### src/rtl/readout_pkg.sv
// rtl/readout_pkg.sv - shared state encoding and width constants for the parallel readout reader
package readout_pkg;

    localparam int RO_ADDR_W = 24;
    localparam int RO_DATA_W = 16;
    localparam int RO_CNT_W  = 16;

    typedef enum logic [2:0] {
        IDLE = 3'd0,
        ADDR = 3'd1,
        WAIT = 3'd2,
        HOLD = 3'd3,
        DONE = 3'd4
    } rd_state_t;

endpackage

### src/rtl/parallel_mem_reader.sv
// rtl/parallel_mem_reader.sv - walks an address range on the processor readout port and streams the words out
module parallel_mem_reader
    import readout_pkg::*;
#(
    parameter int ADDR_W       = RO_ADDR_W,
    parameter int DATA_W       = RO_DATA_W,
    parameter int CNT_W        = RO_CNT_W,
    parameter int READ_LATENCY = 1          // 1..7 edges from address sample to valid q
) (
    input  logic              clk,             // single rising-edge clock
    input  logic              rst,             // synchronous, active low
    input  logic              start,           // one-cycle command, honoured only in IDLE
    input  logic [ADDR_W-1:0] base_addr,       // first address, latched on accepted start
    input  logic [CNT_W-1:0]  word_count,      // words to read, latched on accepted start
    input  logic              abort,           // cancel, effective in any non-IDLE state
    output logic [ADDR_W-1:0] parallelAddress, // registered address to the readout port
    input  logic [DATA_W-1:0] q,               // readout data from the processor
    output logic [DATA_W-1:0] out_data,        // captured word
    output logic              out_valid,       // out_data is valid
    input  logic              out_ready,       // consumer accepts the word
    output logic              busy,            // high outside IDLE
    output logic              done             // one-cycle pulse at range completion
);

    rd_state_t         state;
    rd_state_t         state_n;
    logic [ADDR_W-1:0] cur;
    logic [CNT_W-1:0]  rem;
    logic [2:0]        lat_cnt;

    always_ff @(posedge clk) begin
        if (!rst) begin
            state <= IDLE;
        end else begin
            state <= state_n;
        end
    end

    always_comb begin
        state_n = state;
        case (state)
            IDLE: begin
                if (start && !abort) begin
                    state_n = (word_count == '0) ? DONE : ADDR;
                end
            end
            ADDR: state_n = WAIT;
            WAIT: begin
                if (lat_cnt == 3'd1) begin
                    state_n = HOLD;
                end
            end
            HOLD: begin
                if (out_valid && out_ready) begin
                    state_n = (rem == CNT_W'(1)) ? DONE : ADDR;
                end
            end
            DONE: state_n = IDLE;
            default: state_n = IDLE;
        endcase
        // abort overrides everything, including a handshake in the same cycle
        if (abort && (state != IDLE)) begin
            state_n = IDLE;
        end
    end

    // Outputs are registered from the next state so they line up with the
    // state they describe without any combinational path from q or out_ready.
    always_ff @(posedge clk) begin
        if (!rst) begin
            cur             <= '0;
            rem             <= '0;
            lat_cnt         <= '0;
            parallelAddress <= '0;
            out_data        <= '0;
            out_valid       <= 1'b0;
            busy            <= 1'b0;
            done            <= 1'b0;
        end else begin
            busy      <= (state_n != IDLE);
            done      <= (state_n == DONE);
            out_valid <= (state_n == HOLD);
            case (state)
                IDLE: begin
                    if (state_n == ADDR) begin
                        cur             <= base_addr;
                        rem             <= word_count;
                        parallelAddress <= base_addr;
                    end
                end
                ADDR: begin
                    if (state_n == WAIT) begin
                        lat_cnt <= 3'(READ_LATENCY);
                    end
                end
                WAIT: begin
                    if (lat_cnt != 3'd0) begin
                        lat_cnt <= lat_cnt - 3'd1;
                    end
                    if (state_n == HOLD) begin
                        out_data <= q;
                    end
                end
                HOLD: begin
                    // address wraps naturally at 2^ADDR_W
                    if (state_n == ADDR) begin
                        cur             <= cur + ADDR_W'(1);
                        rem             <= rem - CNT_W'(1);
                        parallelAddress <= cur + ADDR_W'(1);
                    end
                end
                default: begin
                end
            endcase
        end
    end

endmodule
### config.mk
export PLATFORM = sky130hd
export DESIGN_NAME = parallel_mem_reader
export DESIGN_NICKNAME = d
export VERILOG_FILES = /design/src/rtl/readout_pkg.sv /design/src/rtl/parallel_mem_reader.sv
export SDC_FILE = /design/constraint.sdc
export NUM_CORES = 1
export LEC_CHECK = 0
export CAP_MARGIN = 20
export CORE_UTILIZATION = 44
export CTS_CLUSTER_DIAMETER = 60
export DETAILED_ROUTE_END_ITERATION = 12
export MAX_ROUTING_LAYER = met4
export PLACE_DENSITY_LB_ADDON = 0.12
export SYNTH_ARGS = -nofsm -noshare
export SYNTH_HDL_FRONTEND = slang
export SYNTH_SLANG_ARGS = --single-unit
### constraint.sdc
create_clock -name clk -period 2.2 [get_ports clk]
set_clock_uncertainty 0.1 [all_clocks]
set_input_delay 0.66 -clock clk [delete_from_list [all_inputs] [get_ports clk]]
set_output_delay 0.66 -clock clk [all_outputs]
set_load 0.02 [all_outputs]
-- Word level (Yosys, flattened, before mapping)
Index checks and enable logic that the tools add are counted.
- register bits: 65
- bits in latches: 0
- bits in writable memories: 0
- ROM bits: 0
- word-level logic and storage cells: 54
- memories kept: 0
- $add $sub $neg: 3
- multiply operators: 0
- divide/modulo/power cells: 0
- magnitude comparators: 0
- eq/ne operators: 13
- shifts and indexed selects: 0
- multiplexer cells: 16
- bitwise operators: 0
- reduce and logical (&&, ||, !) cells: 14
- operators by type and width (operator ; number):
    $mux 24 ; 2
    $pmux 24 s2 ; 1
    $mux 16 ; 2
    $pmux 16 s2 ; 1
    $add 24x1->24 const B ; 1
    $mux 3 ; 8
    $eq 16x1->1 const B ; 1
    $logic_not 16->1 ; 1
    $sub 16x1->16 const B ; 1
    $eq 3x2->1 const B ; 4
    $pmux 3 s4 ; 1
    $eq 3x1->1 const B ; 3
    $reduce_bool 3->1 ; 3
    $ne 2x2->1 const B ; 4
    $pmux 3 s2 ; 1
    $reduce_and 3->1 ; 2
    $reduce_bool 2->1 ; 2
    $eq 3x3->1 const B ; 1
    $logic_and 1x1->1 ; 3
    $logic_not 3->1 ; 1
    $sub 3x1->3 const B ; 1
    $reduce_and 2->1 ; 1
    $logic_not 1->1 ; 1

-- Depth between registers and ports, before layout
- depth after elaboration: 8
- gate-level depth with buffers: 10
- mapped depth without buffers: 8

-- Worst setup path before layout
Ideal clock, no wire load.
- kind: in2reg
- from: input word_count[3]
- to: register cur[15]
- library setup time: 58 ps
- arrival: 2119 ps
- required time: 2042 ps
- slack: -78 ps
- cell stages on the path: 8
- path buffers: 2
- path through: nor4_1 > nand4_1 > a41o_2 > or2_1 > buf_6 > nand2_4 > buf_6 > o221a_2
- word-level cells in the longest chain between the ends: 8
- ends and longest elaborated chain (what ; line ; source):
    start, declared ; parallel_mem_reader.sv:14 ; input logic [CNT_W-1:0] word_count,
    $logic_not 16->1 (*) ; parallel_mem_reader.sv:44 ; state_n = (word_count == '0) ? DONE : ADDR;
    $mux 3 (*) ; parallel_mem_reader.sv:44 ;
    $mux 3 (*) ; parallel_mem_reader.sv:43 ; if (start && !abort) begin
    $pmux 3 s4 (*) ; parallel_mem_reader.sv:41 ; case (state)
    $mux 3 (*) ; parallel_mem_reader.sv:62 ; if (abort && (state != IDLE)) begin
    $eq 3x1->1 (*) ; parallel_mem_reader.sv:85, parallel_mem_reader.sv:106 ;
    $ne 2x2->1 (no line) ; n/a ;
    $reduce_and 3->1 (no line) (*) ; n/a ;
    end signal, assigned ; parallel_mem_reader.sv:86 ; cur <= base_addr;
    end signal, assigned ; parallel_mem_reader.sv:107 ; cur <= cur + ADDR_W'(1);
    end, declared ; parallel_mem_reader.sv:27 ; logic [ADDR_W-1:0] cur;
Mark *: on every way between the ends. The rest lies on a longest branch, timed or not.
A chain may end at the register's enable or synchronous reset.

-- Worst setup path in the final report
- from: input word_count[7]
- to: register rem[1]
- word-level cells in the longest chain between the ends: 8
- ends and longest elaborated chain (what ; line ; source):
    $logic_not 16->1 (*) ; parallel_mem_reader.sv:44 ;
    $mux 3 (*) ; parallel_mem_reader.sv:44 ;
    $mux 3 (*) ; parallel_mem_reader.sv:43 ;
    $pmux 3 s4 (*) ; parallel_mem_reader.sv:41 ;
    $mux 3 (*) ; parallel_mem_reader.sv:62 ;
    $eq 3x1->1 (*) ; parallel_mem_reader.sv:85, parallel_mem_reader.sv:106 ;
    $ne 2x2->1 (no line) ; n/a ;
    $reduce_and 3->1 (no line) (*) ; n/a ;
    end signal, assigned ; parallel_mem_reader.sv:87 ; rem <= word_count;
    end signal, assigned ; parallel_mem_reader.sv:108 ; rem <= rem - CNT_W'(1);
    end, declared ; parallel_mem_reader.sv:28 ; logic [CNT_W-1:0] rem;
Marked as above.

==> implementation parameters <==
Parameter                              Value

Pwr
  Internal Pwr Total    2.22 mW
  Power per Cell Area    between 500 and 600 nW/um^2
  Switching portion of total power    0.290
  Clock share of power    0.367
  Switching power    ~0.91 mW
  Leakage Power    between 2 and 3 nW
  Flop pwr share    0.406
  Combinational Power Share    0.227
  Worst IR drop on VDD    0.000361 V

Timing
  Max-slew headroom at the worst pin    0.720
  Period minus WS final    2.17 ns
  Endpoints failing hold    0
  Unrepaired setup endpoints after global routing    true
  Worst Tran Pin Value    0.415 ns
  Post-Route Hold Slack    0.388 ns
  Fmax    461 MHz
  Part of the cycle the worst path needs    0.987
  Count of final setup violators    0
  Final-report max-slew violation count    0

Synthesis
  Share of synthesized area occupied by flip-flops and latches    0.345
  Area share of the leading cell type in the synthesized netlist    0.345
  Leading cell types by count after synthesis    sky130_fd_sc_hd__dfxtp_1, sky130_fd_sc_hd__nor2_1, sky130_fd_sc_hd__a21oi_1, sky130_fd_sc_hd__nand2_1, sky130_fd_sc_hd__o31ai_1
  Synth Area in XOR/XNOR    0.00232
  Dominant cell type by area after synthesis    sky130_fd_sc_hd__dfxtp_1
  Largest family of logic cells by synthesized area    simple AND/OR/NAND/NOR gates
  Main flop type after synthesis    sky130_fd_sc_hd__dfxtp_1
  Compound-cell area share of the yosys netlist    0.262
  Yosys warning count    0
  Proportion of register bits with asynchronous set or reset after synthesis    0
  Number of enable-type register cells in the synthesized netlist    0
  Area of the mapped netlist    3780 um^2
  Adder and majority gate portion of the synthesized area    0.0199
  Post-synthesis simple-gate area fraction    0.269
  Count of unique library cells instantiated by Yosys    61
  Post-Syn Nets    537
  Yosys reg bits    65
  Post-Syn Instances    470
  Post-Synthesis Mean Instance Area    8.03 um^2
  Library cell with the highest instance count after synthesis    sky130_fd_sc_hd__dfxtp_1
  Synth area leaders    sky130_fd_sc_hd__dfxtp_1, sky130_fd_sc_hd__o31ai_1, sky130_fd_sc_hd__nor2_1, sky130_fd_sc_hd__a21oi_1, sky130_fd_sc_hd__mux2i_1
  Mux contribution to synthesized area    0.0451

Clock tree
  Clk_lat worst skew    roughly 0.35 ns
  Cell at the root of the clock tree    sky130_fd_sc_hd__clkbuf_8
  Level count of the clock H-tree    3
  Post-CTS clock slew at the launch and capture registers of the worst setup and hold paths    0.08 ns
  TritonCTS clock tree    built
  Number of buffers inserted during clock tree synthesis    9
  Sinks on Clock Net    65
  Number of hold-repair buffers added at the cts stage    0
  Maximum number of buffers from clock root to sink    2

Setup path
  Maximum fanout along the worst path    6
  Startpoint of the most critical setup path    word_count[7]
  Req. time, crit path    about 2.3 ns
  Reg2Reg Launch Point    rem[1]
  Critical R2R Capture    rem[1]
  Capture point of the worst path    rem[1]
  Crit path arrival time    2.30 ns
  Kind of critical path    primary input to register
  R2R Setup Slk    0.03 ns
  Kind of capture point of the worst setup path    register
  Worst Reg2Reg Path Length in Cells    10
  Crit path launch type    primary input

Placed design
  Placer's final routability congestion estimate    0.895
  Half-perimeter wire length after detailed placement    8.20 mm
  Cell area after placement    around 5400 um^2
  Number of port buffers    ~100

Finish
  Fillers    620
  Final std cell area, no fill    approximately 6000 um^2
  Share of post-route cells with drive strength above 1    0.269
  Net count of the finished layout    693
  Diode count    0
  P&R area growth vs syn    56.4%

Floorplanning
  Area enclosed by the die boundary    between 8000 and 9000 um^2
  Placement row count    33
  Vertical extent of the die    94.6 um
  Io pins    104
  Core region area    8260 um^2
  X dimension of the die    ~95 um
  Initial standard-cell utilization of the core    0.457

Detailed routing
  Final wirelength    between 10 and 15 mm
  Routed len/inst    17.1 um
  Via density per instance    5.97
  Vias after detailed routing    4,396
  First-pass iteration count of the detailed router    5
  First DRT Iteration DRCs    around 290
  Antenna-violating nets left    0
  Residual DRC count    0

Global route
  Global router's overall resource usage    0.287
  Wire length of the first global-routing pass    a little under 20 mm
  Initial antenna violation count    0
  Via count of the first global-routing pass    4,159
  Largest net degree at the start of global routing    51
  Grt total ovfl    0

Job
  Count of max-cap constraint violations    0

Worst hold path
  Min-Delay Path Depth    2
  Type of the most critical hold path    register to register

Run status
  Run status    completed
## power groups by stage
stage | clock network (mW) | logic (mW) | registers, mW
2_1_floorplan | 0 | 0.267 | 1.32
3_5_place_dp | 0 | 0.628 | 1.29
3_3_place_gp | 0 | 0.621 | 1.29
5_1_grt | 1.21 | 0.761 | 1.28
6_report | 1.15 | 0.712 | 1.27
4_1_cts | 1.16 | 0.675 | 1.27
## critical path: stages
cell and delay (ns):
sky130_fd_sc_hd__buf_2 0.12, sky130_fd_sc_hd__nor4_4 0.30, sky130_fd_sc_hd__nand4_1 0.19, sky130_fd_sc_hd__a41o_2 0.29
sky130_fd_sc_hd__or2_4 0.35, sky130_fd_sc_hd__buf_8 0.17, sky130_fd_sc_hd__o2111ai_1 0.10, sky130_fd_sc_hd__a21oi_1 0.11
## layer usage
| metal | part of all wire | wire [um] | track usage | vias to the layer above |
|---|---|---|---|---|
| met3 | 0.068 | 848 | 0.0475 | 28 |
| met1 | 0.43 | 5370 | 0.353 | 2082 |
| li1 | - | - | - | 2071 |
| met5 | 0 | 0 | - | - |
| met4 | 0.019 | 244 | 0.117 | 0 |
| met2 | 0.49 | 6100 | 0.464 | 215 |
## cells by family after synthesis
| kind of cell | after synthesis |
|---|---|
| buffers and inverters | 45 |
| AOI/OAI and AO/OA | 136 |
| and+or+nand+nor | 200 |
| DFF | 65 |
| xor gates and xnor gates | 1 |
| adders and majority gates | 6 |
| muxes | 17 |
## flip-flops by register name (all words and copies together), names as in the netlist
register   flops
out_valid      1
done           1
cur           24
rem           16
lat_cnt        3
busy           1
state          3
out_data      16
## metrics by stage
step	util	setup TNS, ns	worst slack [ns]	power (mW)	cells
global route	0.715	-0.0743	-0.0353	3.25	736
floorplan	-	0	0.00584	1.59	470
finish	0.715	0	0.0287	3.13	736
detailed placement	0.648	-37.28	-0.685	1.92	709
CTS	0.696	0	0.000945	3.10	734
global placement	0.648	-35.32	-0.646	1.91	709
## area by class of cell
type	instances	area (um^2)	area share
Multi-Input combinational cell	360	2470	0.418
Timing Repair Buffer	182	1750	0.296
Sequential cell	65	1310	0.222
Tap cell	105	131	0.0223
Clock buffer	9	124	0.0210
Clock inverter	7	95.1	0.0161
Inverter	8	30.0	0.00509
## cells in the final DEF (no fill, tap or decap), types with 5 or more instances in the layout
master                            Yosys  final
sky130_fd_sc_hd__inv_1                8      7
sky130_fd_sc_hd__o221a_2              9      9
sky130_fd_sc_hd__nand3_1             24     23
sky130_fd_sc_hd__dfxtp_1             65     61
sky130_fd_sc_hd__o21ai_0              8      8
sky130_fd_sc_hd__nor2_2               1      5
sky130_fd_sc_hd__and3_1               6      6
sky130_fd_sc_hd__dlymetal6s2s_1       0     10
sky130_fd_sc_hd__or3_1                8      5
sky130_fd_sc_hd__nand2_1             40     40
sky130_fd_sc_hd__a31oi_1              5      5
sky130_fd_sc_hd__nor2_1              62     57
sky130_fd_sc_hd__o31ai_1             32     31
sky130_fd_sc_hd__buf_6                4      5
sky130_fd_sc_hd__nor3_1              17     16
sky130_fd_sc_hd__buf_4                1     63
sky130_fd_sc_hd__dlygate4sd2_1        0      8
sky130_fd_sc_hd__ha_1                 6      5
sky130_fd_sc_hd__clkbuf_8             0      9
sky130_fd_sc_hd__buf_12               0      5
sky130_fd_sc_hd__a21oi_1             41     38
sky130_fd_sc_hd__buf_2                9     11
sky130_fd_sc_hd__mux2i_1             17     17
sky130_fd_sc_hd__clkdlybuf4s50_1      0     69
## how the worst min path moves through the flow
stage                startpoint           to  slack, ns
finish                   rem[9]       rem[9]       0.39
global route            rem[12]      rem[12]       0.41
CTS                      rem[9]       rem[9]       0.39
detailed placement       rem[9]       rem[9]       0.38
global placement    out_data[2]  out_data[2]       0.37
floorplan                rem[6]       rem[6]       0.35
## what timing repair did
action                                  CTS  global route
resized for setup                        87            40
cloned                                    4             0
pin swaps                                19            14
setup buffers                             5             2
endpoints found under the setup margin   64            58
(Power assumes the default switching activity.)
